**src/rtl/traffic_phase_ctrl.sv**
```systemverilog
// Two-road intersection phase sequencer: Moore FSM with a per-phase reload
// down-counter, latched side/pedestrian requests and registered light outputs.
module traffic_phase_ctrl #(
  parameter int CW   = 11,
  parameter int T_MG = 1800,
  parameter int T_Y  = 300,
  parameter int T_AR = 100,
  parameter int T_SG = 1200
) (
  input  logic          tclk,
  input  logic          rst_n,
  input  logic          sensor_side,
  input  logic          ped_req,
  output logic [2:0]    main_lights,
  output logic [2:0]    side_lights,
  output logic          walk,
  output logic [2:0]    phase,
  output logic [CW-1:0] count,
  output logic          tmo
);

  typedef enum logic [2:0] {
    MG  = 3'd0,
    MY  = 3'd1,
    AR1 = 3'd2,
    SG  = 3'd3,
    SY  = 3'd4,
    AR2 = 3'd5
  } phase_e;

  localparam logic [2:0] L_RED = 3'b100;
  localparam logic [2:0] L_YEL = 3'b010;
  localparam logic [2:0] L_GRN = 3'b001;

  phase_e        phase_q, phase_d;
  logic [CW-1:0] count_q, count_d;
  logic          side_q, side_d;
  logic          ped_q, ped_d;
  logic          walk_q, walk_d;
  logic [2:0]    main_q, main_d;
  logic [2:0]    sidel_q, sidel_d;
  logic          tmo_w, req_w, enter_w, enter_sg_w;

  function automatic logic [CW-1:0] load_val(input phase_e p);
    case (p)
      MG:      load_val = CW'(T_MG - 1);
      MY, SY:  load_val = CW'(T_Y - 1);
      SG:      load_val = CW'(T_SG - 1);
      default: load_val = CW'(T_AR - 1);
    endcase
  endfunction

  assign tmo_w = (count_q == '0);
  assign req_w = side_q | ped_q | sensor_side | ped_req;

  always_comb begin
    phase_d = phase_q;
    case (phase_q)
      MG:      if (tmo_w && req_w) phase_d = MY;
      MY:      if (tmo_w) phase_d = AR1;
      AR1:     if (tmo_w) phase_d = SG;
      SG:      if (tmo_w) phase_d = SY;
      SY:      if (tmo_w) phase_d = AR2;
      AR2:     if (tmo_w) phase_d = MG;
      default: phase_d = AR2;  // corrupted encoding recovers through all-red
    endcase

    enter_w    = (phase_d != phase_q);
    enter_sg_w = enter_w && (phase_d == SG);
    count_d    = enter_w ? load_val(phase_d)
                         : (tmo_w ? '0 : count_q - CW'(1));

    // Clear wins over set: a request seen on the SG entry edge is served now.
    side_d = (side_q | sensor_side) & ~enter_sg_w;
    ped_d  = (ped_q  | ped_req)     & ~enter_sg_w;

    if (enter_sg_w)          walk_d = ped_q | ped_req;
    else if (phase_d == SG)  walk_d = walk_q;
    else                     walk_d = 1'b0;

    main_d  = L_RED;
    sidel_d = L_RED;
    case (phase_d)
      MG:      main_d  = L_GRN;
      MY:      main_d  = L_YEL;
      SG:      sidel_d = L_GRN;
      SY:      sidel_d = L_YEL;
      default: ;
    endcase
  end

  always_ff @(posedge tclk or negedge rst_n) begin
    if (!rst_n) begin
      phase_q <= MG;
      count_q <= CW'(T_MG - 1);
      side_q  <= 1'b0;
      ped_q   <= 1'b0;
      walk_q  <= 1'b0;
      main_q  <= L_GRN;
      sidel_q <= L_RED;
    end else begin
      phase_q <= phase_d;
      count_q <= count_d;
      side_q  <= side_d;
      ped_q   <= ped_d;
      walk_q  <= walk_d;
      main_q  <= main_d;
      sidel_q <= sidel_d;
    end
  end

  assign main_lights = main_q;
  assign side_lights = sidel_q;
  assign walk        = walk_q;
  assign phase       = phase_q;
  assign count       = count_q;
  assign tmo         = tmo_w;

endmodule

```
**config.mk**
```make
export PLATFORM = sky130hd
export DESIGN_NAME = traffic_phase_ctrl
export DESIGN_NICKNAME = d
export VERILOG_FILES = /design/src/rtl/traffic_phase_ctrl.sv
export SDC_FILE = /design/constraint.sdc
export NUM_CORES = 1
export LEC_CHECK = 0
export CELL_PAD_IN_SITES_DETAIL_PLACEMENT = 1
export CELL_PAD_IN_SITES_GLOBAL_PLACEMENT = 2
export CORE_MARGIN = 5
export CORE_UTILIZATION = 27
export CTS_CLUSTER_SIZE = 30
export DETAILED_ROUTE_END_ITERATION = 10
export PLACE_DENSITY_LB_ADDON = 0.08
export SLEW_MARGIN = 10
export SYNTH_ARGS = -nofsm -noshare
export SYNTH_HDL_FRONTEND = slang
export SYNTH_SLANG_ARGS = --single-unit
```
**constraint.sdc**
```tcl
create_clock -name tclk -period 1.8 [get_ports tclk]
set_clock_uncertainty 0.1 [all_clocks]
set_input_delay 0.36 -clock tclk [delete_from_list [all_inputs] [get_ports tclk]]
set_output_delay 0.36 -clock tclk [all_outputs]
set_load 0.05 [all_outputs]
```
# Yosys cells after proc, flatten, opt, wreduce, memory -nomap -nowiden
# Cells that the tools add are included.
# W data, S select, Z words.
[op_classes]
n_addsub = 1
reduce_logical = 6
mul = 0
muxes = 14
bitwise_logic = 8
eq_ne = 10
div = 0
n_lt_le_gt_ge = 0
shifts = 0
[op_table]
columns = ["operator", "n"]
rows = [
  ["$pmux W11 S3", 1],
  ["$mux W11", 2],
  ["$mux W3", 6],
  ["$pmux W3 S6", 1],
  ["$pmux W3 S2", 2],
  ["$logic_not A11 Y1", 1],
  ["$sub A11 B1 Y11 const B", 1],
  ["$eq A3 B2 Y1 const B", 3],
  ["$eq A3 B3 Y1 const B", 3],
  ["$eq A3 B1 Y1 const B", 2],
  ["$logic_not A3 Y1", 2],
  ["$or A1 B1 Y1", 5],
  ["$ne A3 B3 Y1", 1],
  ["$and A1 B1 Y1", 2],
  ["$logic_and A1 B1 Y1", 2],
  ["$mux W1", 2],
  ["$ne A2 B2 Y1 const B", 1],
  ["$reduce_or A2 Y1", 1],
  ["$not A1 Y1", 1],
]
[totals]
rom_bits = 0
mem_count = 0
latchBits = 0
register_bits = 23
word_cells = 46
inputBits = 4
mem_bits_rw = 0
output_inout_bits = 22

# Logic depth before layout (Yosys ltp)
[logic_depth]
word_depth = 10
mapped_depth = 8
ltp_nobuf = 7

# Worst setup path before layout
# Ideal clock, no wire load.
[synth_timing]
path_kind = "register -> register"
from = "reg count_q[0], in the netlist count[0]"
to = "reg count_q[5], in the netlist count[5]"
arrival_ns = 2.004
setup_slack_ns = -0.446
t_required_ns = 1.558
setup_ns = 0.142
path_stages_with_launch = 9
path_cell_list = "dfstp_2 > inv_1 > ha_1 > nor3b_1 > nand3_1 > inv_1 > buf_4 > nor3_1 > o221ai_1"
[synth_via]
elab_chain_cells = 8
word_cells_on_any_way = 19
cone_classes = "add/sub (1); eq/ne (4); mux (10); reduce/logical (4)"
[synth_lines]
columns = ["item", "line", "rtl"]
rows = [
  ["start, declared", "36", "logic [CW-1:0] count_q, count_d;"],
  ["start signal, assigned", "95", "count_q <= CW'(T_MG - 1);"],
  ["start signal, assigned", "103", "count_q <= count_d;"],
  ["$logic_not A11 Y1 (*)", "53", "assign tmo_w = (count_q == '0);"],
  ["net tmo", "19", "output logic tmo"],
  ["$logic_and A1 B1 Y1", "59", "MG: if (tmo_w && req_w) phase_d = MY;"],
  ["$mux W3", "59", ""],
  ["$pmux W3 S6", "58", "case (phase_q)"],
  ["$eq A3 B3 Y1 or $eq A3 B1 Y1 (tied branches)", "45", "case (p)"],
  ["$reduce_or A2 Y1", "45", ""],
  ["$pmux W11 S3", "45", ""],
  ["$mux W11 (*)", "70", "count_d = enter_w ? load_val(phase_d)"],
  ["net count_d[5]", "36", ""],
]
# Mark *: on every way through the listed nets, which the timed path passes. The rest lies on a longest branch.
# A chain may end at the register's enable or synchronous reset.

# Final worst setup path
[layout_timing]
from = "reg count_q[0], in the netlist count[0]"
to = "out tmo"
[layout_via]
elab_chain_cells = 1
[layout_lines]
columns = ["item", "line"]
rows = [
  ["$logic_not A11 Y1", "53"],
  ["end, declared", "19"],
]
# Every way passes these cells.

==> key figures <==
Outcome
  • Outcome: finished with violations
  • Failing checks: negative setup slack

Yosys
  • YS warnings: 0
  • Register bit total from synthesis: 23
  • Mapped Nets: 136
  • Avg Cell Area, Syn: 9.36 um^2
  • Register area share after synthesis: a little under half
  • Area contributors post-synth: dfrtp_1, dfstp_2, a31oi_1
  • Predominant post-synthesis flop cell: dfrtp_1
  • Post-synth ARST share: 100%
  • Yosys top cell area share: 30.6%
  • Post-synth cell types: 44
  • Mapped Area: 0.00123 mm^2
  • Area leader, netlist: dfrtp_1
  • Post-synth EDFFs: 0
  • Cells after Synth: roughly 130

Drt
  • Antenna Nets Post-Route: 0
  • DR DRC count: 0
  • Wire per inst: around 18 um
  • Via count: around 1,300
  • Post-Route WL: 4260 um
  • Via/cell ratio: ~5.2
  • DR pass1 iterations: 4
  • 1st-iter DRT viols: between 50 and 60

Pwr
  • Seq pwr share: 60.1%
  • Static Leak: 0.942 nW
  • Clock share of power: 37.7%
  • Sw Ratio: a little over a fifth
  • Max rail drop VDD: 0.000315 V
  • Switch Pwr: 0.000182 W
  • Logic pwr share: 2.2%
  • Power Internal: 0.000679 W
  • Pwr per Cell Area: ~380 mW/mm^2

Timing
  • Fmax: 509 MHz
  • Slew @ Worst Pin: between 0.3 and 0.4 ns
  • Slew HR: 74.0%
  • Tmin final: 1.96 ns
  • Fin. Hold Viols: 0
  • Slew Limit Fails: 0
  • Final worst-path cycle share: 109%
  • Smallest setup slack after layout: -0.163 ns
  • Final setup vio count: 16
  • RSZ-0062 raised after global routing: true

Floorplan
  • DIE WIDTH: 77.4 um
  • Initial Util: approximately 28%
  • Core area: 0.00438 mm^2
  • Io pins: 26
  • Placement Rows: 24
  • Die span in y: just under 80 um
  • Die area: roughly 0.006 mm^2

Global route
  • Largest net degree at the start of global routing: 24
  • GRT Overall Usage: 14.8%
  • Initial antenna violation count: 0
  • Grt total ovfl: 0
  • Global-route wire length before repair: 7250 um
  • Number of global-route vias before repair: 1,431

Critical path
  • Setup crit start kind: register
  • Max FO, Critical Path: 4
  • R2r setup slk: -0.14 ns
  • CP required: about 1.3 ns
  • Critical path arrival: 1.50 ns
  • Setup Crit Path Kind: register to output port
  • Setup crit end kind: output port

Min path
  • Hold crit path type: primary input to asynchronous set/reset pin

Cells and area
  • Non-filler instance count after layout: 243
  • Final core occ: 51.0%
  • Diodes inserted: 0
  • Layout Nets: 197
  • Synthesis-to-layout area growth: 82.4%
  • Share of cells above drive strength 1: 58.1%
  • Fill count: ~480

CTS
  • Clk Latency, worst-skew pair: 0.26 ns
  • Clock buffer depth: 2
  • Num CTS Buffers: 3
  • CTS H-tree depth: 1
  • TritonCTS Sinks: 23
  • Worst-path clk slew: 0.08 ns
  • Root buffer cell: clkbuf_8
  • CTS tree: done
  • Cts hold-fix bufs: 0

Place
  • Routability cong.: 0.772
  • Port-buffer cells: 25
  • Placed Instances: 233
  • DP HPWL: between 3000 and 4000 um

Run
  • Max-Cap Viols: 0
## kinds of logic (layout without fill, tap and decap cells)
family                   after synthesis  in the layout  share of synthesized area [%]
flip-flops                            23             23                           47.8
XOR/XNOR                               3              3                           2.14
buffers and inverters                 16             76                           5.41
AO/OA/AOI/OAI                         38             38                           21.2
AND/OR/NAND/NOR                       49             49                           21.6
multiplexers                           1              1                          0.816
adder cells (fa/ha/maj)                1              1                           1.02
## critical path: stages, from the launching register on
cell     delay (ns)
dfstp_2        0.57
inv_2          0.06
ha_4           0.15
nor3b_4        0.16
nand3_4        0.11
inv_4          0.05
buf_12         0.14
## sequential cells by signal (all words and copies together), names as in the netlist
| register | count |
|---|---|
| side_lights | 3 |
| side_q | 1 |
| count | 11 |
| walk | 1 |
| phase | 3 |
| ped_q | 1 |
| main_lights | 3 |
## metrics by stage
stage	cell area [um^2]	TNS [ns]	hold WS, ns	setup WS, ns	power (W)
floorplan	1320	-1.41	-0.0356	-0.178	0.000527
global placement	1990	-0.709	0.422	-0.211	0.000546
detailed placement	1990	-0.974	0.440	-0.256	0.000547
CTS	2100	-0.874	0.357	-0.172	0.000880
global route	2240	-2.52	0.387	-0.226	0.000917
finish	2240	-0.997	0.352	-0.163	0.000861
## what timing repair did
item	in CTS	in global routing
setup endpoints to repair	12	22
buffers inserted	3	3
resized for setup	11	24
cloned	0	0
pin swaps	6	4
## synth_stat cells (2+ instances only)
cell type,count
inv_1,7
nand3_1,8
dfstp_2,8
clkbuf_1,5
or4_4,2
buf_2,2
o21ai_0,3
o22ai_1,3
nand4_1,2
a21oi_1,8
nor3_1,4
nor2_1,11
a21boi_0,3
nor4_1,3
nor3b_1,3
nand2_1,7
a31oi_1,7
a211o_1,2
dfrtp_1,15
xnor2_1,3
and3_1,2
## layer usage
layer / track usage (%) / wire, um / up-vias
met5: 0 / 0 / -
met3: 3.59 / 140 / 2
met2: 25.9 / 2270 / 18
met1: 18.6 / 1830 / 649
met4: 2.92 / 19 / 0
li1: - / - / 606
## layout by cell type (no fill, tap or decap), types with 2 or more instances in the layout
master,synthesis,final
or4_4,2,2
nand4_1,2,2
a31oi_1,7,6
nand3_4,0,2
nor3_2,0,3
clkbuf_8,0,3
dfstp_2,8,8
inv_2,0,2
buf_4,1,39
xnor2_1,3,2
o21ai_0,3,2
a21oi_1,8,3
a211o_1,2,2
nand2_2,0,2
nand2_1,7,5
a21oi_2,0,5
o22ai_1,3,3
nor2_1,11,10
inv_1,7,4
buf_6,0,4
dfrtp_2,0,4
buf_12,0,17
nand3_1,8,5
dfrtp_1,15,11
clkdlybuf4s50_1,0,3
## power by group through the flow
| stage | clock network [W] | registers, W | logic, W |
|---|---|---|---|
| floorplan | 0 | 0.000527 | 0.0000000621 |
| global placement | 0 | 0.000527 | 0.0000195 |
| detailed placement | 0 | 0.000527 | 0.0000202 |
| CTS | 0.000343 | 0.000517 | 0.0000201 |
| global route | 0.000377 | 0.000517 | 0.0000222 |
| finish | 0.000324 | 0.000517 | 0.0000190 |
## cell type report
| type | instances | area [um^2] | area share, % |
|---|---|---|---|
| multi-input combinational | 92 | 779 | 34.8 |
| timing repair buffer | 64 | 723 | 32.3 |
| tap | 52 | 65.1 | 2.91 |
| sequential | 23 | 591 | 26.4 |
| inverter | 8 | 32.5 | 1.45 |
| clock inverter | 1 | 5.00 | 0.224 |
| clock buffer | 3 | 41.3 | 1.85 |
## worst paths after layout
check / startpoint / endpoint / depth (start not counted)
min reg2reg: side_q$_DFF_PN0_ / side_q$_DFF_PN0_ / 2
max reg2reg: count[0]$_DFF_PN1_ / count[7]$_DFF_PN0_ / 4
min in group tclk: side_q$_DFF_PN0_ / side_q$_DFF_PN0_ / 2
max: count[0]$_DFF_PN1_ / tmo / 6
max in group asynchronous: rst_n / side_lights[2]$_DFF_PN1_ / 2
min: rst_n / count[6]$_DFF_PN0_ / 2
Power figures use the tool's default switching activity.
